### config.mk
export PLATFORM = sky130hd
export DESIGN_NAME = bus_rr_xfer
export DESIGN_NICKNAME = d
export VERILOG_FILES = /design/src/rtl/bus_rr_xfer.sv
export SDC_FILE = /design/constraint.sdc
export NUM_CORES = 1
export LEC_CHECK = 0
export CAP_MARGIN = 40
export CORE_MARGIN = 1
export CORE_UTILIZATION = 30
export CTS_CLUSTER_DIAMETER = 80
export DETAILED_ROUTE_END_ITERATION = 12
export PLACE_DENSITY = 0.67
export SLEW_MARGIN = 15
export SYNTH_ARGS = -nofsm -noshare
export SYNTH_HDL_FRONTEND = slang
export SYNTH_SLANG_ARGS = --single-unit
### constraint.sdc
create_clock -name clk -period 3.8 [get_ports clk]
set_input_delay 0.76 -clock clk [delete_from_list [all_inputs] [get_ports clk]]
set_output_delay 0.76 -clock clk [all_outputs]
set_load 0.1 [all_outputs]
### src/rtl/bus_rr_xfer.sv
// Round-robin arbitrated transfer of M sources to M addressed destination registers over one shared registered bus.
// Optional BUS_LOCK_EN adds a per-source lock input that lets the granted source hold the bus for a burst.
module bus_rr_xfer #(
    parameter int unsigned N = 8,
    parameter int unsigned M = 4
) (
    input  logic             clk,
    input  logic             rst_n,
`ifdef BUS_LOCK_EN
    input  logic [M-1:0]     lock,
`endif
    input  logic [M-1:0]     req,
    input  logic [M*N-1:0]   data_in,
    input  logic [M*$clog2(M)-1:0] dest,
    output logic [M-1:0]     grant,
    output logic [N-1:0]     bus,
    output logic             bus_valid,
    output logic [M*N-1:0]   data_out,
    output logic [M-1:0]     out_valid
);

    localparam int unsigned DW = $clog2(M);

    logic [DW-1:0]   ptr;
    logic [DW-1:0]   dest_q;

    logic            win_found_c;
    logic [DW-1:0]   win_idx_c;
    logic [DW-1:0]   ptr_nxt_c;
    logic [M-1:0]    grant_nxt_c;
    logic [N-1:0]    bus_nxt_c;
    logic [DW-1:0]   dest_nxt_c;
    logic [M-1:0]    wr_mask_c;
    int unsigned     dist_c;
    int unsigned     best_dist_c;
`ifdef BUS_LOCK_EN
    logic            lock_hit_c;
`endif

    // Winner is the requester closest to the pointer going upward with wrap.
    always_comb begin
        win_found_c = |req;
        win_idx_c   = '0;
        best_dist_c = M;
        dist_c      = 0;
        for (int unsigned j = 0; j < M; j++) begin
            dist_c = (j + M - 32'(ptr)) % M;
            if (req[j] && (dist_c < best_dist_c)) begin
                best_dist_c = dist_c;
                win_idx_c   = DW'(j);
            end
        end
        ptr_nxt_c = DW'((32'(win_idx_c) + 1) % M);
`ifdef BUS_LOCK_EN
        // A locked, still-requesting grant holder wins again and freezes the pointer.
        lock_hit_c = 1'b0;
        for (int unsigned j = 0; j < M; j++) begin
            if (grant[j] && lock[j] && req[j]) begin
                lock_hit_c = 1'b1;
                win_idx_c  = DW'(j);
            end
        end
        if (lock_hit_c) begin
            ptr_nxt_c = ptr;
        end
`endif
    end

    // Steer the winner's payload and destination index; build the one-hot grant.
    always_comb begin
        grant_nxt_c = '0;
        bus_nxt_c   = '0;
        dest_nxt_c  = '0;
        for (int unsigned j = 0; j < M; j++) begin
            if (DW'(j) == win_idx_c) begin
                grant_nxt_c[j] = win_found_c;
                bus_nxt_c      = data_in[j*N +: N];
                dest_nxt_c     = dest[j*DW +: DW];
            end
        end
    end

    // Out-of-range destination indices match no bit, so nothing is written.
    always_comb begin
        wr_mask_c = '0;
        for (int unsigned j = 0; j < M; j++) begin
            wr_mask_c[j] = bus_valid && (dest_q == DW'(j));
        end
    end

    always_ff @(posedge clk or negedge rst_n) begin
        if (!rst_n) begin
            ptr       <= '0;
            dest_q    <= '0;
            grant     <= '0;
            bus       <= '0;
            bus_valid <= 1'b0;
        end else if (win_found_c) begin
            ptr       <= ptr_nxt_c;
            dest_q    <= dest_nxt_c;
            grant     <= grant_nxt_c;
            bus       <= bus_nxt_c;
            bus_valid <= 1'b1;
        end else begin
            grant     <= '0;
            bus_valid <= 1'b0;
        end
    end

    always_ff @(posedge clk or negedge rst_n) begin
        if (!rst_n) begin
            data_out  <= '0;
            out_valid <= '0;
        end else begin
            out_valid <= wr_mask_c;
            for (int unsigned j = 0; j < M; j++) begin
                if (wr_mask_c[j]) begin
                    data_out[j*N +: N] <= bus;
                end
            end
        end
    end

endmodule

==> flow_results.org, run 1 <==
** Route
- Across all layers, the routed design uses 2323 vias.
- Antenna Violating Nets Remaining :: 0
- First drt pass iteration count :: 4
- Routed len/inst :: 14.1 um
- Vias per Instance :: 4.66
- Number of DRC violations after detailed-routing iteration 0 :: 37
- Final wirelength :: 7010 um
- Total DRC errors in the routed layout :: 0

** Floorplanning
- Floorplan die area :: 8610 um2
- The floorplan has 32 rows.
- In this run the count of I/O pins placed on the die edge is 95.
- The region available for standard cell placement spans 7850 um2.
- Height of the die :: 92.8 um
- Once the floorplan was initialized, standard cells occupied 31.5% of the core.
- Chip Width :: 92.8 um

** Final layout
- Net count of the finished layout :: 447
- Share of cells above drive strength 1 :: 27.5%
- Final Non-Filler Cells :: 498
- Measured on the finished design, the core utilization comes to 58.8%.
- Relative to the synthesized area, the layout overhead comes to 86.6%.
- 0 antenna diodes ended up in the layout.

** Timing
- Setup TNS :: 0 ns
- Setup violations remaining at the end of the flow were counted as 0.
- The final hold violation count came to 0.
- Setup repair after global routing missed its margin :: no
- The worst pin sits at a relative slew slack of 48.5%.
- Across the routed clock network, the largest skew measured is 0.00325 ns.
- Achievable clock frequency :: 0.279 GHz
- Setup slack on the critical path of the routed design comes to 0.209 ns.
- For the pin with the worst max-slew slack, the measured transition is 0.771 ns.
- Tmin final :: 3.59 ns
- The number of max-slew violations in the final report was 0.
- In the finished design, the share of the clock period the worst path needs comes to 94.5%.

** GRT
- Number of antenna violations at the first check in global routing :: 0
- The via count of the first global-routing pass is 2459.
- First-pass GRT wire length :: 11800 um
- Largest net degree at the start of global routing :: 54
- Global-route congestion overflow total :: 0
- Total Routing Usage GR :: 17.4%

** CTS
- Clock latency of the later-clocked register in the worst-skew pair :: 0.29 ns
- Hold-fix buffer count after cts :: 0
- The number of setup buffers added after CTS is 0.
- CTS Sinks :: 53
- H-tree levels :: 2
- Clock-pin slew was measured on the worst setup and hold paths at 0.09 ns.
- In this run the deepest clock path goes through 2 buffers.
- The root buffer cell chosen for the clock tree is clkbuf_8.
- CTS tree :: built
- Number of buffers added by the clock tree synthesis step :: 5

** Synth
- Counting flops with an async set or reset pin after synthesis yields a share of 100%.
- The synthesized design devotes to its leading area cell type 53.6% of total area.
- Leading cell type by number of instances after synthesis :: nand2_1
- Synthesis instantiated 33 different standard cells from the library.
- Of the post-synthesis cell area, the part taken by muxes is 7.74%.
- Synthesized netlist cell count :: 240
- Of the total synthesized cell area, the portion taken by XOR and XNOR cells is 0.354%.
- After synthesis, the largest family of logic cells by area is simple AND/OR/NAND/NOR gates.
- The most used flip-flop cell after synthesis is dfrtp_1.
- A synthesized cell averages 10.3 um2.
- Summing the areas of all and, or, nand and nor instances in the mapped netlist gives 15.9% of the synthesized area.
- The Yosys step of the flow raised 0 warnings.
- Summing the areas of all compound-gate instances in the mapped netlist gives 13.4% of the synthesized area.
- Register area share after synthesis :: 53.6%
- Post-synth EDFFs :: 0
- Top cells by area in the synthesized netlist :: dfrtp_1, nand2_1, mux2_2
- Netlist Area Pre-Place :: 2470 um2
- Leading cell types by count after synthesis :: nand2_1, dfrtp_1, mux2_2
- Post-Synth Adder-Cell Area :: 3.04%
- The synthesized design contains 53 register bits.
- Cell type with the highest aggregate area in the netlist :: dfrtp_1
- Counting every net in the synthesized netlist gives 292.

** Critical path
- At the worst endpoint, the required time is 4.02 ns.
- Number of cells on the worst reg-to-reg path :: 18
- Series of cell instances along the critical path :: clkbuf_2 -> nor3b_2 -> a21oi_1 -> mux2_4 -> ha_4 -> o22ai_2 -> o21ai_2 -> nor2_1 -> a21o_1 -> ha_4 -> inv_1 -> o21ai_2 -> a31oi_4 -> a31oi_2 -> buf_4 -> ha_4 -> bufbuf_16 -> a211o_1 -> a31oi_1
- Slowest library cell on the worst path :: mux2_4
- Maximum fanout encountered on the critical timing path :: 10
- STA classifies the critical path endpoint as a flip-flop.
- Worst reg2reg path startpoint :: ptr[0]$_DFFE_PN0N_
- Path type of the worst setup path :: in2reg
- Startpoint Class :: input pin
- Slowest stage delay, CP :: 0.29 ns
- Crit path arrival time :: 3.81 ns
- Most numerous cell on the critical path :: ha_4
- The endpoint identified for the worst register-to-register timing path is bus[6]$_DFFE_PN0N_.
- Setup slack of the worst register-to-register path :: 0.24 ns

** Placed design
- Number of instances in the placed design :: 488
- Detailed placement finished with a half-perimeter wire length of 5340 um.
- Before CTS, the worst setup slack after placement is -0.991 ns.
- Placer's final routability congestion estimate :: 0.875
- The count of buffers added on input and output ports is 94.

** Worst hold path
- The path class of the tightest hold or removal check is reg2reg.
- Startpoint of the lowest-slack hold path :: data_out[19]$_DFFE_PN0P_
- The worst hold path passes through 2 cells.
- The path with the worst hold slack has its endpoint at data_out[19]$_DFFE_PN0P_.

** Flow run
- MaxCap Viol Count :: 0

** Run status
- The run finished with clean final reports.
[placed cells by master, fill, tap and decap left out, types with 10 or more instances in the layout]
cell type / instances
buf_4: 10
buf_8: 46
a31oi_1: 11
mux2_2: 16
inv_1: 14
nor2_1: 12
clkdlybuf4s50_1: 91
nand2_1: 62
dfrtp_1: 53
[worst max-delay path: cells and delay by family]
kind / cells / cell delay [ns]
fa+ha+maj: 3 / 0.60
simple gates: 2 / 0.25
mux: 1 / 0.29
buf+inv: 4 / 0.61
compound gates: 9 / 1.31
[worst max-delay path by stage]
stage / from / endpoint / slack [ns] / cells after the start
floorplan: req[1] / bus[0]$_DFFE_PN0N_ / 0.03 / 20
global placement: req[1] / bus[0]$_DFFE_PN0N_ / -0.69 / 19
detailed placement: req[1] / bus[0]$_DFFE_PN0N_ / -0.99 / 19
CTS: req[1] / bus[0]$_DFFE_PN0N_ / 0.001 / 17
global route: ptr[0]$_DFFE_PN0N_ / bus[6]$_DFFE_PN0N_ / 0.01 / 18
finish: req[1] / bus[6]$_DFFE_PN0N_ / 0.21 / 19
[cell type report]
class	count	area (um2)
Fill cell	668	3230
Timing Repair Buffer	159	1900
Sequential cell	53	1330
Multi-Input combinational cell	160	1120
Tap cell	102	128
Clock buffer	8	80.1
Inverter	16	60.1
[registers in the layout (all words and copies together), names as in the netlist]
register,count
bus,8
bus_valid,1
data_out,32
dest_q,2
grant,4
out_valid,4
ptr,2
[per-stage QoR]
| stage | hold slack, ns | instance area, um2 |
|---|---|---|
| floorplan | 0.464 | 2480 |
| global placement | 0.462 | 3580 |
| detailed placement | 0.466 | 4380 |
| CTS | 0.486 | 4560 |
| global route | 0.499 | 4610 |
| finish | 0.483 | 4610 |
[timing repair]
action / 4_1_cts / 5_1_grt
endpoints found under the hold margin: 0 / 0
setup endpoints to repair: 10 / 10
gates cloned: 2 / 0
pin swaps: 4 / 3
resized for setup: 16 / 9
[logic make-up (layout without fill, tap and decap cells)]
family	count (synthesis)	count (layout)
AOI/OAI and AO/OA	44	44
buffers and inverters	28	183
adders and majority gates	6	6
muxes	17	17
xor gates and xnor gates	1	1
and+or+nand+nor	91	92
DFF	53	53
[metal layers]
layer / up-vias / share of wire, % / global-route usage [%]
met1: 1103 / 44 / 21.7
li1: 1131 / - / -
met5: - / 0 / 0
met4: 0 / 0.41 / 3.59
met2: 87 / 51 / 31.2
met3: 2 / 4.3 / 3.04
Power of run 1 is not shown: default switching activity piles up to over one toggle a cycle in this logic, so the estimate is an artifact.
==> run 2: changes to the inputs <==
Settings changed: CORE_MARGIN 1 to default, CTS_CLUSTER_DIAMETER 80 to default.
==> results of run 2 <==
Final layout, timing and power as in run 1 (identical DEF).
Power of run 2 is left out for the same reason.
==> run 3: changes to the inputs <==
Settings changed: CTS_CLUSTER_SIZE from default to 14, PLACE_DENSITY 0.67 to 0.61.
==> run 3 against run 2 <==
Compared with the run above: first-iteration DRC count grew 5.4%; clock skew up 0.0014 ns; utilization up 0.86 points.
==> flow_results.org, run 3 (synthesized netlist as in run 1, its figures left out) <==
** Run status
- Run status :: finished, final reports clean (unchanged)

** Critical path
- The endpoint class of the critical path is a flip-flop (unchanged).
- Startpoint Class :: input pin (unchanged)
- Crit path arrival time :: 3.92 ns (was 3.81 ns)
- Path type of the worst setup path :: in2reg (unchanged)
- The required time reported for the critical path endpoint was 4.02 ns (about the same).
- The maximum fanout count along the critical path came to 11 (was 10).
- The reg2reg setup slack was 0.43 ns (was 0.24 ns).

** Route
- Met3 routed WL :: 261 um (was 300 um)
- Antenna Violating Nets Remaining :: 0 (unchanged)
- The post-route DRC violation count came to 0 (unchanged).
- The final routed wire length divided by cell count was 14.0 um (was 14.1 um).
- The mean number of vias per cell came to 4.62 (was 4.66).
- Met2 routed wirelength :: 3570 um (was 3590 um)
- The final wirelength came to 7020 um (was 7010 um).
- The total routed wire length on the met1 layer came to 3130 um (was 3090 um).
- Highest metal used :: met4 (unchanged)
- The number of DRC markers in iteration 0 came to 39 (was 37).
- Total via count after detailed routing :: 2320 (was 2323)
- The number of detailed-routing iterations run before antenna repair came to 4 (unchanged).

** Floorplanning
- The overall die height came to 92.8 um (unchanged).
- The number of cell rows is 32 (unchanged).
- The die outline width came to 92.8 um (unchanged).
- Number of I/O pins :: 95 (unchanged)
- The placeable core region is 7850 um2 (unchanged).
- The initial core utilization is 31.5% (unchanged).
- Floorplan die area :: 8610 um2 (unchanged)

** Final layout
- Largest registers: data_out x32, bus x8 (unchanged).
- The filler-free cell count of the finished design is 502 (was 498).
- Growth of design area from synthesis to finish :: 89.3% (was 86.6%)
- Share of cells above drive strength 1 :: 28.2% (was 27.5%)
- The flip-flop count of the largest register after layout was 32 (unchanged).
- Antenna cells :: 0 (unchanged)
- Register containing the most flip-flops in the final layout :: data_out (unchanged)
- Commonest cells after routing, fill and taps aside :: clkdlybuf4s50_1, nand2_1, dfrtp_1, buf_8, mux2_2 (unchanged)
- Fillcell total :: 635 (was 668)
- The most common library cell in the layout ignoring fill and taps is clkdlybuf4s50_1 (unchanged).
- Net count of the finished layout :: 451 (was 447)

** CTS
- The H-tree depth was 2 (unchanged).
- Number of buffers added by the clock tree synthesis step :: 5 (unchanged)
- The count of clock tree sinks is 53 (unchanged).
- The insertion delay of the later-clocked pin in the worst-skew pair was 0.29 ns (about the same).
- The maximum root-to-sink buffer count was 2 (unchanged).
- CTS tree :: built (unchanged)
- Register clock-pin slew on the reported worst setup and hold paths :: 0.09 ns (about the same)
- Cell at the root of the clock tree :: clkbuf_8 (unchanged)

** GRT
- Global-route congestion overflow total :: 0 (unchanged)
- Total Routing Usage GR :: 17.0% (was 17.4%)
- The number of antenna violations at the first check in global routing is 0 (unchanged).
- Largest net degree at the start of global routing :: 28 (was 54)
- The via count of the first global-routing pass came to 2333 (was 2459).
- The wire length of the first global-routing pass is 11500 um (was 11800 um).

** Timing
- Setup repair after global routing missed its margin :: yes (was no)
- The worst-case clock skew was 0.00464 ns (was 0.00325 ns).
- Transition time of the tightest slew-check pin :: 0.740 ns (was 0.771 ns)
- The number of max-slew violations in the final report came to 0 (unchanged).
- The setup TNS after final layout is 0 ns (unchanged).
- Hold Worst Slack :: 0.466 ns (was 0.483 ns)
- Tmin final :: 3.71 ns (was 3.59 ns)
- Total count of hold-check failures in the final report :: 0 (unchanged)
- Achievable clock frequency :: 0.270 GHz (was 0.279 GHz)
- The final period utilization came to 97.6% (was 94.5%).
- Worst-case headroom to the max-slew limit :: 50.6% (was 48.5%)
- The number of setup violations in the final report came to 0 (unchanged).

** Placed design
- Number of instances in the placed design :: 489 (was 488)
- Placer's final routability congestion estimate :: 0.794 (was 0.875)
- The placed wire-length estimate after detailed placement is 5280 um (was 5340 um).
- Number of buffers added on ports :: 94 (unchanged)

** Worst hold path
- Type of the worst min-delay path :: in2async (was reg2reg)

** Flow run
- MaxCap Viol Count :: 0 (unchanged)
run 3: routing by layer:
metal,GRT usage (%),vias up
li1,-,1141
met1,21.8,1099
met2,29.8,75
met3,2.87,5
met4,3.46,0
met5,0,-
run 3: path summary, 6_finish.rpt:
kind	cells after the start	start	end
min in group clk	2	data_out[10]$_DFFE_PN0P_	data_out[10]$_DFFE_PN0P_
max	19	req[1]	bus[7]$_DFFE_PN0N_
min	1	rst_n	out_valid[3]$_DFF_PN0_
max reg2reg	18	ptr[1]$_DFFE_PN0N_	bus[7]$_DFFE_PN0N_
max in group asynchronous	2	rst_n	data_out[14]$_DFFE_PN0P_
min reg2reg	2	data_out[10]$_DFFE_PN0P_	data_out[10]$_DFFE_PN0P_
run 3: repair_timing:
item	4_1_cts	5_1_grt
buffers inserted	1	2
gates resized for setup	16	12
hold buffers	0	0
pin swaps	3	8
endpoints found under the setup margin	10	10
cloned	1	1
run 3: worst max-delay path, stage by stage:
cell	delay, ns
dlygate4sd2_1	0.26
nor3b_2	0.18
a21oi_1	0.06
mux2_4	0.28
ha_4	0.28
o22ai_4	0.06
o21ai_2	0.16
nor2_1	0.06
a21o_1	0.19
ha_4	0.15
inv_1	0.07
o21ai_2	0.07
a31oi_4	0.28
or2_1	0.22
ha_4	0.19
buf_12	0.13
a221oi_1	0.05
a211o_1	0.29
a31oi_1	0.18
run 3: metrics by stage:
stage	worst slack, ns	util (%)	cell area, um2
floorplan	0.0250	-	2480
global placement	-0.793	45.8	3590
detailed placement	-0.888	56.0	4390
CTS	0.0124	58.1	4560
global route	-0.0486	59.6	4680
finish	0.0930	59.6	4680
run 3: final cells by class:
class	count	area (um2)	share of cell area, %
clock buffers	8	80.1	1.71
inverters	16	60.1	1.28
multi-input cells	160	1160	24.7
flip-flops and latches	53	1330	28.3
well taps	102	128	2.73
repair buffers	163	1930	41.2
Power of run 3 is left out for the same reason.
==> RTL edit, RTL diff (config.mk and constraints of run 3) <==
The option `BUS_LOCK_EN` is turned on by a define.
--- a/src/rtl/bus_rr_xfer.sv
+++ b/src/rtl/bus_rr_xfer.sv
@@ -1,5 +1,7 @@
 // Round-robin arbitrated transfer of M sources to M addressed destination registers over one shared registered bus.
 // Optional BUS_LOCK_EN adds a per-source lock input that lets the granted source hold the bus for a burst.
+`define BUS_LOCK_EN
+
 module bus_rr_xfer #(
     parameter int unsigned N = 8,
     parameter int unsigned M = 4
Ports: changed (added lock); port bits go from 95 to 99. No check against the original RTL was run, so the function may have changed too.
==> RTL edit against run 3 <==
- final cell count up 3.0%
- utilization down 2.7 points
- synthesized area up 4.6%
- routed wire length up 15%
- sequential cell count unchanged
- setup slack better by 0.070 ns
- cell area up 0.96%
Power is left out: the tool's default activity adds up to more than one toggle a clock period on the data nets, which glitch-free logic cannot reach.
==> RTL edit: results (changes against run 3) <==
Placement
  – Dpl cell area: 4540 µm² (+3.5%)
  – Routability cong.: 0.776 (-2.3%)
  – Hpwl dp: 6.29 mm (+19%)
  – IO buf count: 98 (+4.3%)

Synth
  – Most frequent cells after synthesis: 59 x nand2_1, 53 x dfrtp_1, 17 x mux2_2
  – Syn_nets: 304 (+4.1%)
  – Area contributors post-synth: dfrtp_1 51%, nand2_1 8.6%, mux2_2 7.4%
  – Post-synth ARST share: 100% (unchanged)
  – YS warnings: 0 (unchanged)
  – Unique masters post-synth: 40 (+21%)
  – Most frequent cell after synthesis: nand2_1
  – Number of synthesized flops with an enable pin: 0 (unchanged)
  – Seq/Total Area, Yosys: 51.3% (-2.4 points)

Timing
  – Slew HR: 60.2% (+9.6 points)
  – Setup Skew: 0.0113 ns (+0.00664 ns)

CTS
  – Number of CTS-inserted buffers: 5 (unchanged)
  – H-tree levels: 2 (unchanged)
  – Clock Pin Slew Worst Setup and Hold Paths: approximately 0.1 ns
  – Worst-Skew Late Latency: 0.31 ns (+0.02 ns)
  – Root Driver: clkbuf_8
  – Clock tree buffer depth: 2 (unchanged)

Hold path
  – HP Class: in2async

GRT
  – First-pass GRT wire length: 12.8 mm (+11%)
  – Antenna violations before repair: 0 (unchanged)
  – Global Route Usage Sum: 18.4% (+1.4 points)
  – Vias in the first global route: 2637 (+13%)
  – Largest net degree at the start of global routing: 24 (-14%)

Setup path
  – Reg2Reg Setup Slack: 0.62 ns (+0.19 ns)
  – Arr. time, crit path: 3.83 ns (-0.09 ns)
  – Crit-path max FO: 10 (-1)
  – Critical R2R Launch: ptr[0]
  – Cell count of the worst reg-to-reg path: 15 (-3)
  – Reg-to-Reg End: dest_q[1]

Drt
  – Total wire length: 8.04 mm (+15%)
  – Vias per cell: 5.04 (+9.1%)
  – 1st-iter DRT viols: 91 (+130%)
  – DRT Pass-1 Iters: 4 (unchanged)

Layout
  – Antenna Cells: 0 (unchanged)
  – Layout cells sized above 1: 25.5% (-2.8 points)
  – Regs by FF count: data_out x32, bus x8
  – Final #Nets: 463 (+2.7%)
  – Filler instances: 676 (+6.5%)

Status
  – Status: finished, final reports clean
## RTL edit: cell types whose count changed in the layout (fill, tap and decap cells not counted), sizes merged, moves of 4 or more
cell / delta
clkdlybuf4s50: +6
and2: +4
ha: -4
inv: -9
nand3: +14
a32oi: +10
a31oi: -13
nor2: -11
o211ai: +11
a22o: +11
a211o: -9
## RTL edit: kinds of logic after synthesis
logic type	Yosys count	share of synthesized area, %
compound gates	62	19.3
xor+xnor	1	0.339
fa+ha+maj	2	0.967
buf+inv	19	3.43
flops	53	51.3
mux	17	7.40
simple gates	98	17.3
## RTL edit: worst max-delay path, stage by stage
cell             delay (ns)
clkdlybuf4s50_1        0.50
nand2_1                0.09
o31a_1                 0.30
ha_4                   0.29
o22ai_2                0.08
o21ai_2                0.19
nand2_1                0.08
o21ai_1                0.08
ha_2                   0.19
and4b_1                0.18
a22o_1                 0.20
a311oi_2               0.23
buf_4                  0.19
nor2_4                 0.08
a221oi_1               0.28
o211ai_1               0.11
## RTL edit: per-layer routing
metal  part of all wire, %  GRT usage, %  wire, µm
met2                    51          32.4      4140
met5                     0             0         0
met1                    44          23.1      3510
met3                   3.2          2.42       258
met4                   1.7          5.93       138
## RTL edit: metrics by stage
| step | hold WS (ns) | cells | setup TNS, ns | setup slack (ns) | utilization [%] |
|---|---|---|---|---|---|
| 2_1_floorplan | 0.464 | 252 | 0 | 0.224 | - |
| 3_3_place_gp | 0.458 | 455 | -1.67 | -0.154 | 44.8 |
| 3_5_place_dp | 0.462 | 507 | -2.72 | -0.281 | 54.8 |
| 4_1_cts | 0.416 | 515 | 0 | 0.0320 | 56.1 |
| 5_1_grt | 0.429 | 517 | -0.220 | -0.0602 | 56.9 |
| 6_report | 0.409 | 517 | 0 | 0.163 | 56.9 |
## RTL edit: area by class of cell
cell class                 instances  area (µm²)  area share, %
clock buffer                       6        72.6           1.54
sequential                        53        1330           28.1
multi-input combinational        181        1230           26.1
clock inverter                     2        38.8          0.821
inverter                           7        26.3          0.556
tap                              105         131           2.78
timing repair buffer             163        1900           40.1
## RTL edit: worst max-delay path by stage
| stage | startpoint | to |
|---|---|---|
| after floorplan | req[0] | bus[1] |
| after global placement | req[0] | bus[7] |
| after detailed placement | req[0] | bus[2] |
| after CTS | req[0] | bus[2] |
| after global routing | req[0] | bus[0] |
| final | req[0] | dest_q[1] |
## RTL edit: what timing repair did
action | in CTS | in global routing
resized for setup | 0 | 15
setup buffers | 0 | 0
setup endpoints to repair | 0 | 13
